[config.mk]
export PLATFORM = sky130hd
export DESIGN_NAME = pipeline_latealu
export DESIGN_NICKNAME = d
export VERILOG_FILES = /design/src/rtl/pipeline_latealu.sv
export SDC_FILE = /design/constraint.sdc
export NUM_CORES = 1
export LEC_CHECK = 0
export BUFFER_PORTS_ARGS = -buffer_cell sky130_fd_sc_hd__buf_4
export CORE_MARGIN = 2
export CORE_UTILIZATION = 57
export DETAILED_ROUTE_END_ITERATION = 6
export HOLD_SLACK_MARGIN = 0.02
export PLACE_DENSITY = 0.82
export RECOVER_POWER = 100
export SLEW_MARGIN = 20
export SYNTH_ARGS = -nofsm -noshare
export SYNTH_HDL_FRONTEND = slang
export SYNTH_SLANG_ARGS = --single-unit
[constraint.sdc]
create_clock -name clk -period 17.36 [get_ports clk]
set_clock_uncertainty 0.2 [all_clocks]
set_input_delay 1.736 -clock clk [delete_from_list [all_inputs] [get_ports clk]]
set_output_delay 1.736 -clock clk [all_outputs]
set_load 0.02 [all_outputs]
[src/rtl/pipeline_latealu.sv]
// Late ALU stage: single-cycle srl/sra, iterative mult/div into HI/LO,
// HI/LO moves, and ALU-stage passthrough. Stalls dependent ops while busy.
module pipeline_latealu #(
  parameter int unsigned ITER_CYCLES = 32
) (
  input  logic        clk,
  input  logic        rst,
  input  logic        latealu_enable,
  input  logic [5:0]  latealu_op,
  input  logic [31:0] latealu_a0,
  input  logic [31:0] latealu_a1,
  input  logic [4:0]  rd_index_in,
  input  logic [31:0] rd_value_in,
  output logic [4:0]  rd_index,
  output logic [31:0] rd_value,
  output logic        stall,
  output logic        busy,
  output logic [2:0]  exception
);

  localparam logic [5:0] OpSrl   = 6'b000010;
  localparam logic [5:0] OpSra   = 6'b000011;
  localparam logic [5:0] OpMult  = 6'b011000;
  localparam logic [5:0] OpMultu = 6'b011001;
  localparam logic [5:0] OpDiv   = 6'b011010;
  localparam logic [5:0] OpDivu  = 6'b011011;
  localparam logic [5:0] OpMfhi  = 6'b010000;
  localparam logic [5:0] OpMthi  = 6'b010001;
  localparam logic [5:0] OpMflo  = 6'b010010;
  localparam logic [5:0] OpMtlo  = 6'b010011;

  localparam int unsigned CntW = $clog2(ITER_CYCLES + 1);

  typedef enum logic {StIdle, StRun} state_e;

  state_e            state_q, state_d;
  logic [CntW-1:0]   cnt_q, cnt_d;
  logic [63:0]       work_q, work_d;    // {partial product} or {remainder, quotient}
  logic [31:0]       opnd_q, opnd_d;    // multiplicand or divisor magnitude
  logic [31:0]       a0_q, a0_d;        // original dividend for divide-by-zero HI
  logic              is_div_q, is_div_d;
  logic              neg_lo_q, neg_lo_d;
  logic              neg_hi_q, neg_hi_d;
  logic              dz_q, dz_d;
  logic [31:0]       hi_q, hi_d, lo_q, lo_d;
  logic [4:0]        rd_index_q, rd_index_d;
  logic [31:0]       rd_value_q, rd_value_d;
  logic [2:0]        exc_q, exc_d;

  logic        is_muldiv, is_hilo, signed_op, sa0, sa1;
  logic [31:0] mag0, mag1;
  logic [32:0] mul_sum, div_shift, div_sub;
  logic [63:0] step_next, prod;
  logic [31:0] quo, rem;

  assign busy      = (state_q == StRun);
  assign is_muldiv = (latealu_op[5:2] == 4'b0110);
  assign is_hilo   = (latealu_op[5:2] == 4'b0100);
  assign stall     = latealu_enable & busy & (is_muldiv | is_hilo);

  assign signed_op = ~latealu_op[0];
  assign sa0       = signed_op & latealu_a0[31];
  assign sa1       = signed_op & latealu_a1[31];
  assign mag0      = sa0 ? 32'd0 - latealu_a0 : latealu_a0;
  assign mag1      = sa1 ? 32'd0 - latealu_a1 : latealu_a1;

  // One iteration step: shift-add for mult, restoring subtract for div.
  always_comb begin
    mul_sum   = {1'b0, work_q[63:32]} + (work_q[0] ? {1'b0, opnd_q} : 33'd0);
    div_shift = {work_q[63:32], work_q[31]};
    div_sub   = div_shift - {1'b0, opnd_q};
    if (is_div_q) begin
      // No borrow means the shifted remainder covers the divisor.
      step_next = {(div_sub[32] ? div_shift[31:0] : div_sub[31:0]), work_q[30:0], ~div_sub[32]};
    end else begin
      step_next = {mul_sum, work_q[31:1]};
    end
    prod = neg_lo_q ? 64'd0 - step_next : step_next;
    quo  = neg_lo_q ? 32'd0 - step_next[31:0] : step_next[31:0];
    rem  = neg_hi_q ? 32'd0 - step_next[63:32] : step_next[63:32];
  end

  // Next-state: op decode, operand capture, iteration and HI/LO update.
  always_comb begin
    state_d    = state_q;
    cnt_d      = cnt_q;
    work_d     = work_q;
    opnd_d     = opnd_q;
    a0_d       = a0_q;
    is_div_d   = is_div_q;
    neg_lo_d   = neg_lo_q;
    neg_hi_d   = neg_hi_q;
    dz_d       = dz_q;
    hi_d       = hi_q;
    lo_d       = lo_q;
    rd_index_d = 5'd0;
    rd_value_d = rd_value_q;
    exc_d      = 3'b000;

    if (!latealu_enable) begin
      rd_index_d = rd_index_in;
      rd_value_d = rd_value_in;
    end else if (!stall) begin
      case (latealu_op)
        OpSrl: begin
          rd_index_d = rd_index_in;
          rd_value_d = latealu_a0 >> latealu_a1[4:0];
        end
        OpSra: begin
          rd_index_d = rd_index_in;
          rd_value_d = $unsigned($signed(latealu_a0) >>> latealu_a1[4:0]);
        end
        OpMfhi: begin
          rd_index_d = rd_index_in;
          rd_value_d = hi_q;
        end
        OpMflo: begin
          rd_index_d = rd_index_in;
          rd_value_d = lo_q;
        end
        OpMthi: hi_d = latealu_a0;
        OpMtlo: lo_d = latealu_a0;
        OpMult, OpMultu, OpDiv, OpDivu: begin
          state_d  = StRun;
          cnt_d    = CntW'(ITER_CYCLES);
          is_div_d = latealu_op[1];
          neg_lo_d = sa0 ^ sa1;
          neg_hi_d = sa0;
          dz_d     = latealu_op[1] & (latealu_a1 == 32'd0);
          a0_d     = latealu_a0;
          work_d   = {32'd0, (latealu_op[1] ? mag0 : mag1)};
          opnd_d   = latealu_op[1] ? mag1 : mag0;
        end
        default: exc_d = 3'b001;
      endcase
    end

    // HI/LO moves stall while busy, so completion never collides with them.
    if (state_q == StRun) begin
      work_d = step_next;
      cnt_d  = cnt_q - 1'b1;
      if (cnt_q == CntW'(1)) begin
        state_d = StIdle;
        if (!is_div_q) begin
          hi_d = prod[63:32];
          lo_d = prod[31:0];
        end else if (dz_q) begin
          hi_d = a0_q;
          lo_d = 32'hFFFF_FFFF;
        end else begin
          hi_d = rem;
          lo_d = quo;
        end
      end
    end
  end

  // State registers with asynchronous active-low reset.
  always_ff @(posedge clk or negedge rst) begin
    if (!rst) begin
      state_q    <= StIdle;
      cnt_q      <= '0;
      work_q     <= '0;
      opnd_q     <= '0;
      a0_q       <= '0;
      is_div_q   <= 1'b0;
      neg_lo_q   <= 1'b0;
      neg_hi_q   <= 1'b0;
      dz_q       <= 1'b0;
      hi_q       <= '0;
      lo_q       <= '0;
      rd_index_q <= '0;
      rd_value_q <= '0;
      exc_q      <= '0;
    end else begin
      state_q    <= state_d;
      cnt_q      <= cnt_d;
      work_q     <= work_d;
      opnd_q     <= opnd_d;
      a0_q       <= a0_d;
      is_div_q   <= is_div_d;
      neg_lo_q   <= neg_lo_d;
      neg_hi_q   <= neg_hi_d;
      dz_q       <= dz_d;
      hi_q       <= hi_d;
      lo_q       <= lo_d;
      rd_index_q <= rd_index_d;
      rd_value_q <= rd_value_d;
      exc_q      <= exc_d;
    end
  end

  assign rd_index  = rd_index_q;
  assign rd_value  = rd_value_q;
  assign exception = exc_q;

endmodule

==> summary.txt <==
Run status
  – Status: complete, but fails checks
  – Violated checks: max-capacitance violations, max-slew violations

Routing
  – Via Count: 24300
  – Vias/cell: 6.95
  – DRT antenna net count: 0
  – Routed wire length: 92.0 mm
  – Drt drc: 0
  – Initial DRC count: 3519
  – Avg WL per Cell: 26.4 um
  – DRT Pass-1 Iters: 7

Worst setup path
  – Most frequent CP cell: clkbuf_1
  – Cell Chain, Critical Path: clkbuf_1, and3_1, a21oi_1, clkbuf_1, nor2_1, clkbuf_1, o211ai_1, o21ai_0
  – CP Data Arrival Time: 10.36 ns
  – Crit Path Category: input port to register
  – Critical Path Max Stage Delay: 2.04 ns
  – Critical path startpoint category: input port
  – CP Max Fanout: 51
  – Critical path capture point type: register
  – Slowest CP cell: clkbuf_1
  – Worst path required time: 17.63 ns

Timing
  – Pins Over Slew Limit: 813
  – Setup ws final: 7.26 ns
  – Tmin final: 10.10 ns
  – Setup TNS: 0 ns
  – Hold Fails Final Rpt: 0
  – Max Clk Rate: 99.0 MHz
  – RSZ-0062 raised after global routing: no
  – Slew Limit Headroom: -307%
  – Hold_ws: 0.279 ns
  – Fin crit share: 58.2%
  – Worst-margin pin slew: 6.10 ns
  – Final setup viols: 0

Yosys
  – Area leader, netlist: dfrtp_1
  – Cell area after synthesis: 22600 um^2
  – Top-count cell post-synth: nand2_1
  – Synth top area cells: dfrtp_1, nand2_1, o21ai_0, mux2i_1, a21oi_1
  – Most used DFF post-synth: dfrtp_1
  – Share of the synthesized area in the top cell type: 26.6%
  – Cell variety after synth: 91
  – #FFs+latches synth: 241
  – Async set-or-reset flop fraction in the synthesized netlist: 100%
  – Syn_area_per_cell: 7.63 um^2
  – Syn Inst Count: 2966
  – Sequential cell area fraction in the yosys report: 26.6%
  – Most frequent cells after synthesis: nand2_1, o21ai_0, dfrtp_1, a21oi_1, nor2_1
  – Ys Warns: 0
  – EDFF count, synth: 0

Clock tree
  – TritonCTS clock tree: done
  – Post-CTS Setup Bufs: 0
  – CTS Sinks: 241
  – CTS clk-pin slew, worst paths: 0.06 ns
  – Worst skew pair latency: 0.59 ns
  – Post-CTS sizing: 0
  – CTS Hold Buffers Added: 0
  – Clock buffer depth: 3
  – Max H-tree Level: 1
  – CTS Root Cell: clkbuf_16
  – Num CTS Buffers: 29

Final layout
  – Fill cell count: 3517
  – Post-route cell area: 24500 um^2
  – Final cell count without fillers: 3491
  – Share of cells above drive strength 1: 9.68%
  – Layout area overhead: 8.33%
  – Fin util: 62.2%
  – NumNets Final: 3126
  – Multi-input gate area: 15400 um^2
  – Reg area: 6040 um^2

Pwr
  – Max rail drop VDD: 0.143 mV
  – Total power: 4.95 mW
  – Leakage: 9.94 nW
  – PD cells: 202 nW/um^2

Global route
  – Met2 Use GR: 63.4%
  – Total global-route track usage: 43.4%
  – Initial antenna violation count: 2
  – Layer with the highest usage: met2
  – Routing usage on met1: 56.2%
  – M3 GR Usage: 12.2%
  – First-pass GRT wire length: 137 mm
  – Total gr overflow: 0
  – Vias in the first global route: 22300
  – Largest net degree at the start of global routing: 130

Worst hold path
  – Hold WC Path Type: register to register

Placement
  – RD Place Congestion: 1.03
  – Detailed-placement wirelength estimate: 68.9 mm
  – Total placed cells including tap cells: 3438
  – Buffers on Ports: 149
  – Post-Place Cell Area: 23800 um^2
  – Setup WS pre-CTS: 10.96 ns

Floorplanning
  – Chip height: 203 um
  – Die ar.: 41300 um^2
  – Initial core utilization: 57.4%
  – # rows: 73
  – Die W: 203 um
  – Core area: 39500 um^2
  – IO Pins: 152

Flow run
  – Max cap viols: 15
==> cell usage in the layout, fill, tap and decap left out, types with 25 or more instances in the layout <==
| master | netlist | final |
|---|---|---|
| nand4_1 | 24 | 25 |
| a31oi_1 | 27 | 27 |
| nand3_1 | 38 | 38 |
| a32oi_1 | 32 | 32 |
| and2_1 | 47 | 40 |
| inv_1 | 65 | 64 |
| nor2_1 | 206 | 206 |
| ha_1 | 70 | 70 |
| xor2_1 | 79 | 79 |
| or3_1 | 30 | 30 |
| mux2_2 | 40 | 40 |
| xnor2_1 | 111 | 111 |
| nand2_1 | 479 | 479 |
| a21oi_1 | 213 | 212 |
| a211oi_1 | 38 | 38 |
| o21ai_0 | 279 | 279 |
| o221ai_1 | 26 | 26 |
| mux2i_1 | 124 | 124 |
| o211ai_1 | 48 | 48 |
| o31ai_1 | 27 | 27 |
| a21o_1 | 27 | 27 |
| buf_4 | 2 | 129 |
| clkbuf_1 | 185 | 54 |
| nor3_1 | 93 | 93 |
| dfrtp_1 | 241 | 239 |
| clkbuf_16 | 0 | 29 |
==> report_power, final <==
part	switching [mW]	internal, mW	leakage, nW
clock	0.277	0.347	0.448
combinational	2.16	1.16	6.67
sequential	0.225	0.780	2.82
total	2.66	2.29	9.94
==> layer usage <==
metal	share of wire, %	vias to the layer above
met2	42	1688
met3	13	362
met5	0.035	-
met1	38	11500
li1	-	10700
met4	7.7	4
==> cell families (layout without fill, tap and decap cells) <==
kind of cell	after synthesis	after routing	synth area share, %
simple gates	1054	1054	21.2
mux	182	182	9.23
xor+xnor	190	190	7.35
fa+ha+maj	72	72	4.05
buf+inv	305	303	5.22
compound gates	921	921	26.3
flops	241	241	26.6
other cells	1	3	0.0166
==> flip-flops by register name, indices dropped and copies added (netlist names), 5 cells and up <==
signal	cells
rd_index	5
work_q	64
opnd_q	32
hi_q	32
cnt_q	6
a0_q	32
lo_q	32
rd_value	32
==> critical path: cells and delay by family <==
| kind | cells | cell delay (ns) |
|---|---|---|
| simple gates | 2 | 2.00 |
| buf+inv | 3 | 4.86 |
| compound gates | 3 | 1.64 |
==> cell type report <==
type                    count  share of cell area, %
clock buffers              32                   3.09
inverters                  68                   1.04
multi-input cells        2421                   62.9
well taps                 525                   2.68
repair buffers            183                   4.84
clock inverters            20                  0.806
flip-flops and latches    241                   24.6
diodes                      1                 0.0102
==> final timing paths <==
path	start	endpoint	slack [ns]	cells past startpoint
setup / recovery	latealu_enable	opnd_q[23]	7.26	8
min in group asynchronous	rst	cnt_q[3]	3.22	1
max in group asynchronous	rst	is_div_q	7.60	2
hold reg to reg	a0_q[19]	a0_q[19]	0.28	2
hold / removal	a0_q[19]	a0_q[19]	0.28	2
setup reg to reg	busy	opnd_q[23]	7.26	7
No activity file was read; power rests on OpenSTA's default activity.
